$ cat src/rtl/sig_dump_ctrl.sv
// End-of-test monitor: snoops the mailbox stores, freezes the core on halt and streams
// the signature range [begin,end) out over a valid/ready port, one word per read.
module sig_dump_ctrl #(
  parameter logic [31:0] MBOX_BASE = 32'h0000_0000,
  parameter int unsigned MAX_WORDS = 1024,
  parameter int unsigned CNT_W     = 16
) (
  input  logic             clk,
  input  logic             rstn,
  input  logic             st_en,
  input  logic [31:0]      st_addr,
  input  logic [31:0]      st_data,
  output logic             core_halt,
  output logic             rd_req,
  output logic [31:0]      rd_addr,
  input  logic [31:0]      rd_data,
  output logic             sig_valid,
  output logic [31:0]      sig_data,
  input  logic             sig_ready,
  output logic [CNT_W-1:0] sig_cnt,
  output logic             done,
  output logic             error
);

  localparam logic [31:0] BegAddr  = MBOX_BASE + 32'd8;
  localparam logic [31:0] EndAddr  = MBOX_BASE + 32'd12;
  localparam logic [31:0] HaltAddr = MBOX_BASE + 32'd16;

  typedef enum logic [2:0] {
    StSnoop,
    StCheck,
    StRead,
    StWait,
    StEmit,
    StDone,
    StErr
  } state_e;

  state_e           state_q, state_d;
  logic [31:0]      beg_q, beg_d;
  logic [31:0]      end_q, end_d;
  logic [31:0]      ptr_q, ptr_d;
  logic [31:0]      dat_q, dat_d;
  logic [CNT_W-1:0] cnt_q, cnt_d;

  logic [31:0] span;
  logic [31:0] ptr_nxt;
  logic        range_bad;

  assign span    = end_q - beg_q;
  assign ptr_nxt = ptr_q + 32'd4;
  // span is only meaningful when end >= begin; the ordering test covers the other case
  assign range_bad = (beg_q[1:0] != 2'b00) || (end_q[1:0] != 2'b00) || (end_q < beg_q) ||
                     ((span >> 2) > 32'(MAX_WORDS));

  always_comb begin
    state_d = state_q;
    beg_d   = beg_q;
    end_d   = end_q;
    ptr_d   = ptr_q;
    dat_d   = dat_q;
    cnt_d   = cnt_q;
    unique case (state_q)
      StSnoop: begin
        if (st_en) begin
          if (st_addr == BegAddr) begin
            beg_d = st_data;
          end else if (st_addr == EndAddr) begin
            end_d = st_data;
          end else if (st_addr == HaltAddr && st_data == 32'h1) begin
            state_d = StCheck;
          end
        end
      end
      StCheck: begin
        if (range_bad) begin
          state_d = StErr;
        end else if (end_q == beg_q) begin
          state_d = StDone;
        end else begin
          ptr_d   = beg_q;
          state_d = StRead;
        end
      end
      StRead: state_d = StWait;
      StWait: begin
        dat_d   = rd_data;
        state_d = StEmit;
      end
      StEmit: begin
        if (sig_ready) begin
          cnt_d   = cnt_q + CNT_W'(1);
          ptr_d   = ptr_nxt;
          state_d = (ptr_nxt == end_q) ? StDone : StRead;
        end
      end
      StDone:  state_d = StDone;
      StErr:   state_d = StErr;
      default: state_d = StSnoop;
    endcase
  end

  always_ff @(posedge clk or negedge rstn) begin
    if (!rstn) begin
      state_q <= StSnoop;
      beg_q   <= '0;
      end_q   <= '0;
      ptr_q   <= '0;
      dat_q   <= '0;
      cnt_q   <= '0;
    end else begin
      state_q <= state_d;
      beg_q   <= beg_d;
      end_q   <= end_d;
      ptr_q   <= ptr_d;
      dat_q   <= dat_d;
      cnt_q   <= cnt_d;
    end
  end

  // Halt is held by every post-snoop state, so it follows the state register directly.
  assign core_halt = (state_q != StSnoop);
  assign rd_req    = (state_q == StRead);
  assign rd_addr   = rd_req ? ptr_q : 32'h0;
  assign sig_valid = (state_q == StEmit);
  assign sig_data  = sig_valid ? dat_q : 32'h0;
  assign sig_cnt   = cnt_q;
  assign done      = (state_q == StDone);
  assign error     = (state_q == StErr);

endmodule

$ cat config.mk
export PLATFORM = sky130hd
export DESIGN_NAME = sig_dump_ctrl
export DESIGN_NICKNAME = d
export VERILOG_FILES = /design/src/rtl/sig_dump_ctrl.sv
export SDC_FILE = /design/constraint.sdc
export NUM_CORES = 1
export LEC_CHECK = 0
export CORE_MARGIN = 2
export CORE_UTILIZATION = 29
export CTS_BUF_LIST = sky130_fd_sc_hd__clkbuf_4 sky130_fd_sc_hd__clkbuf_8
export CTS_CLUSTER_SIZE = 24
export DETAILED_ROUTE_END_ITERATION = 10
export SETUP_SLACK_MARGIN = 0.3
export SLEW_MARGIN = 40
export SYNTH_ARGS = -nofsm -noshare
export SYNTH_HDL_FRONTEND = slang
export SYNTH_SLANG_ARGS = --single-unit
export TNS_END_PERCENT = 20
$ cat constraint.sdc
create_clock -name clk -period 4.6 [get_ports clk]
set_input_delay 1.38 -clock clk [delete_from_list [all_inputs] [get_ports clk]]
set_output_delay 1.38 -clock clk [all_outputs]
set_load 0.02 [all_outputs]
==> results.tsv <==
stage	metric	value	unit
run_status	result of the run	finished clean	
timing	tightest slew margin relative to the limit	0.4867	
power	Switching Share	0.4312	
synth	Avg Synthesized Cell Area	8.568	sq um
worst_setup_path	Required @ worst endpoint	4.98	ns
worst_setup_path	worst setup path class	flip-flop to flip-flop	
worst_setup_path	critical path's slowest cell	or4b_2	
timing	clock tree skew after final layout	0.01903	ns
timing	worst-margin pin slew	0.7700	ns
global_route	vias in the first global route	10290	
timing	portion of the clock cycle consumed by the worst path in the final layout	0.8841	
drt	WL per Instance	20.29	microns
drt	via-per-instance ratio	5.601	
die	die height	195.4	microns
global_route	global-route congestion overflow total	0	
power	Switch Pwr	2.342	mW
die	core region area	36350	sq um
cts	root cell of the clock tree	clkbuf_8	
synth	synthesized instance count	1240	
place	sum of net half-perimeters after detailed placement	29450	microns
drt	met3 WL	2600	microns
run	total of max-cap violations	0	
timing	Final Slew Violations	0	
worst_setup_path	kind of end point of the critical path	flip-flop	
layout	share of post-route cells with drive strength above 1	0.1145	
synth	number of flops mapped to enable cells by yosys	0	
drt	initial DRC count	1070	
layout	Multi-input gate area	6420	sq um
die	x dimension of the die	195.4	microns
drt	Detailed Route WL	38200	microns
drt	highest metal layer used by the detailed router	met5	
global_route	largest net degree at the start of global routing	91	
synth	post-synthesis sequential element count	147	
timing	setup_tns	0	ns
worst_setup_path	R2R setup slack	0.53	ns
global_route	initial antenna violation count	1	
timing	Hold Vio Cnt, Final	0	
die	number of placement rows	70	
worst_setup_path	critical path startpoint category	flip-flop	
drt	Post-Route M1 WL	16710	microns
worst_setup_path	data arrival time of the critical path	4.45	ns
synth	warning count from the yosys run	0	
drt	Remaining DRCs	0	
cts	CTS H-Tree Depth	4	
die	io pins	185	
synth	post-synth design cell area	10620	sq um
synth	Async SR Flop Fraction	1.000	
synth	nets in the synthesized netlist	1374	
power	Internal Power	3.090	mW
layout	FF/Latch Area	3679	sq um
layout	fill cell instance count of the final layout	3644	
timing	total setup violations reported at the end of the flow	0	
cts	clock buffers created by TritonCTS	17	
cts	cts-stage hold buffer count	0	
layout	area growth from synthesis to layout	26.98	%
die	Total Die Area	38180	sq um
synth	sequential element share of the synthesized area	0.3462	
synth	most used flip-flop cell after synthesis	dfrtp_1	
cts	CTS Sinks	147	
drt	vias post-DR	10550	
power	sequential group share of total power	0.340	
power	Pwr Density	402.6	nW/um^2
timing	final critical delay including setup and external delays	4.067	ns
die	effective utilization at floorplan	0.2923	
worst_setup_path	critical path, cell by cell	ha_1 -> a21oi_2 -> o211ai_1 -> a21oi_1 -> a311oi_1 -> or4b_2 -> nor4_1 -> and4_1 -> nand4_1 -> o21a_1 -> a211oi_1	
cts	TritonCTS clock tree	built	
global_route	wire length of the first global-routing pass	59300	microns
power	leakage power	5.620	nW
cts	Clk pin slew, worst setup/hold paths	0.09	ns
drt	iteration count of the initial detailed-routing pass	7	
timing	maximum clock frequency	245.9	MHz
hold_path	worst min path class	flip-flop to flip-flop	
power	IR drop worst, VDD	0.0001993	V
layout	# diodes	0	
power	overall power of the completed layout	5.432	mW
place	Placer Congestion	0.9040	
cts	largest buffer count on any clock path	2	
worst_setup_path	max incr delay on CP	0.62	ns
layout	Final nets	1536	
worst_setup_path	Max FO, Critical Path	8	
cts	worst-skew pair later-pin latency	0.47	ns
global_route	global routing usage summed across all routing layers	0.1994	
drt	Detail Route Antenna Nets	0	
power	share of power burned in combinational logic	0.479	
drt	met2 WL	17790	microns
synth	number of distinct library cells after synthesis	75	
power	proportion of power drawn by the clock network	0.181	
place	# port buffers	184	
timing	unrepaired setup endpoints after global routing	true	
## worst paths after layout
kind / from / endpoint / depth (start not counted)
max: end_q[16] / ptr_q[28] / 11
min: sig_cnt[15] / sig_cnt[15] / 1
max reg2reg: end_q[16] / ptr_q[28] / 11
min reg2reg: sig_cnt[15] / sig_cnt[15] / 1
max in group asynchronous: rstn / beg_q[13] / 2
min in group asynchronous: rstn / ptr_q[29] / 1
## metrics by stage
stage                       util  hold slack [ns]  worst slack, ns  instance area [sq um]  instances
after floorplan                -           0.4712            1.073                  10620       1240
after global placement    0.3599           0.4644           0.5405                  13080       1850
after detailed placement  0.3600           0.4677           0.4646                  13090       1850
after CTS                 0.3701           0.4843           0.4632                  13450       1882
after global routing      0.3712           0.5166           0.2484                  13490       1883
final                     0.3712           0.4783           0.5329                  13490       1883
## critical path: cells and delay by family (launching register included)
| family | cells | cell delay, ns |
|---|---|---|
| AOI/OAI and AO/OA | 6 | 1.76 |
| and+or+nand+nor | 4 | 1.33 |
| DFF | 1 | 0.44 |
| adders and majority gates | 1 | 0.43 |
## final cells by class
| type | count | area share |
|---|---|---|
| Timing Repair Buffer | 228 | 0.1656 |
| Sequential cell | 147 | 0.2727 |
| Tap cell | 468 | 0.04341 |
| Inverter | 55 | 0.01530 |
| Clock buffer | 20 | 0.01994 |
| Multi-Input combinational cell | 953 | 0.4759 |
| Clock inverter | 12 | 0.007142 |
## per-layer routing
layer	track usage	vias to the layer above
li1	-	4914
met1	0.2665	5150
met2	0.3210	405
met3	0.03834	75
met4	0.07181	2
met5	0	-
## flip-flops by register name (all words and copies together) (netlist names)
| register | cells |
|---|---|
| beg_q | 32 |
| dat_q | 32 |
| end_q | 32 |
| ptr_q | 32 |
| sig_cnt | 16 |
| state_q | 3 |
## what timing repair did
action | CTS | global route
hold endpoints to repair | 0 | 0
gates resized for setup | 0 | 3
buffers inserted | 0 | 0
setup endpoints to repair | 0 | 22
## synth_stat cells (all sizes together), types with 10 or more instances
master,instances,area [sq um]
xor2,22,192.7
ha,34,425.4
o21ai,81,405.4
o21a,11,82.58
buf,21,111.4
and3,56,350.3
nand2,124,465.5
or3,10,62.56
inv,54,202.7
and2,36,225.2
nor2,58,217.7
clkbuf,64,240.2
a21oi,51,259.0
nor4,39,259.0
o31ai,15,112.6
mux2,66,743.2
nand4,44,275.3
nor3,39,195.2
nand3,44,225.2
xnor2,44,385.4
dfrtp,147,3679
a31oi,11,68.82
## placed cells by master (no fill, tap or decap), types with 6 or more instances in the layout
master / count
and3_1: 56
and2_1: 36
buf_4: 40
o21ai_1: 10
nor2_1: 57
clkdlybuf4s50_1: 183
a211o_1: 6
o2111ai_1: 7
a211oi_1: 7
nor3b_1: 9
o211ai_1: 9
dfrtp_1: 147
nand2_1: 124
o21a_1: 11
and4_1: 9
a21boi_0: 6
mux2i_1: 7
ha_1: 33
xnor2_1: 44
a21oi_1: 50
a221o_1: 7
xor2_1: 22
or3_1: 10
a22oi_1: 7
nand4_1: 44
o22ai_1: 7
mux2_2: 66
inv_1: 54
o21ai_0: 71
o31ai_1: 14
clkbuf_8: 19
nor3_1: 38
nor4_1: 36
nand3_1: 43
a31oi_1: 11
## cell families (layout without fill, tap and decap cells)
kind of cell    Yosys count  count (layout)  synth area share
simple gates            494             494            0.2479
flops                   147             147            0.3462
mux                      73              73           0.07655
fa+ha+maj                34              34           0.04004
compound gates          286             286            0.1823
buf+inv                 140             315           0.05252
xor+xnor                 66              66           0.05441
## power groups by stage
| stage | registers (mW) | clock network [mW] | logic [mW] |
|---|---|---|---|
| 2_1_floorplan | 1.72 | 0 | 1.62 |
| 3_3_place_gp | 1.86 | 0 | 2.57 |
| 3_5_place_dp | 1.86 | 0 | 2.59 |
| 4_1_cts | 1.84 | 1.01 | 2.60 |
| 5_1_grt | 1.89 | 1.05 | 2.80 |
| 6_report | 1.85 | 0.983 | 2.60 |
(Power assumes the default switching activity.)
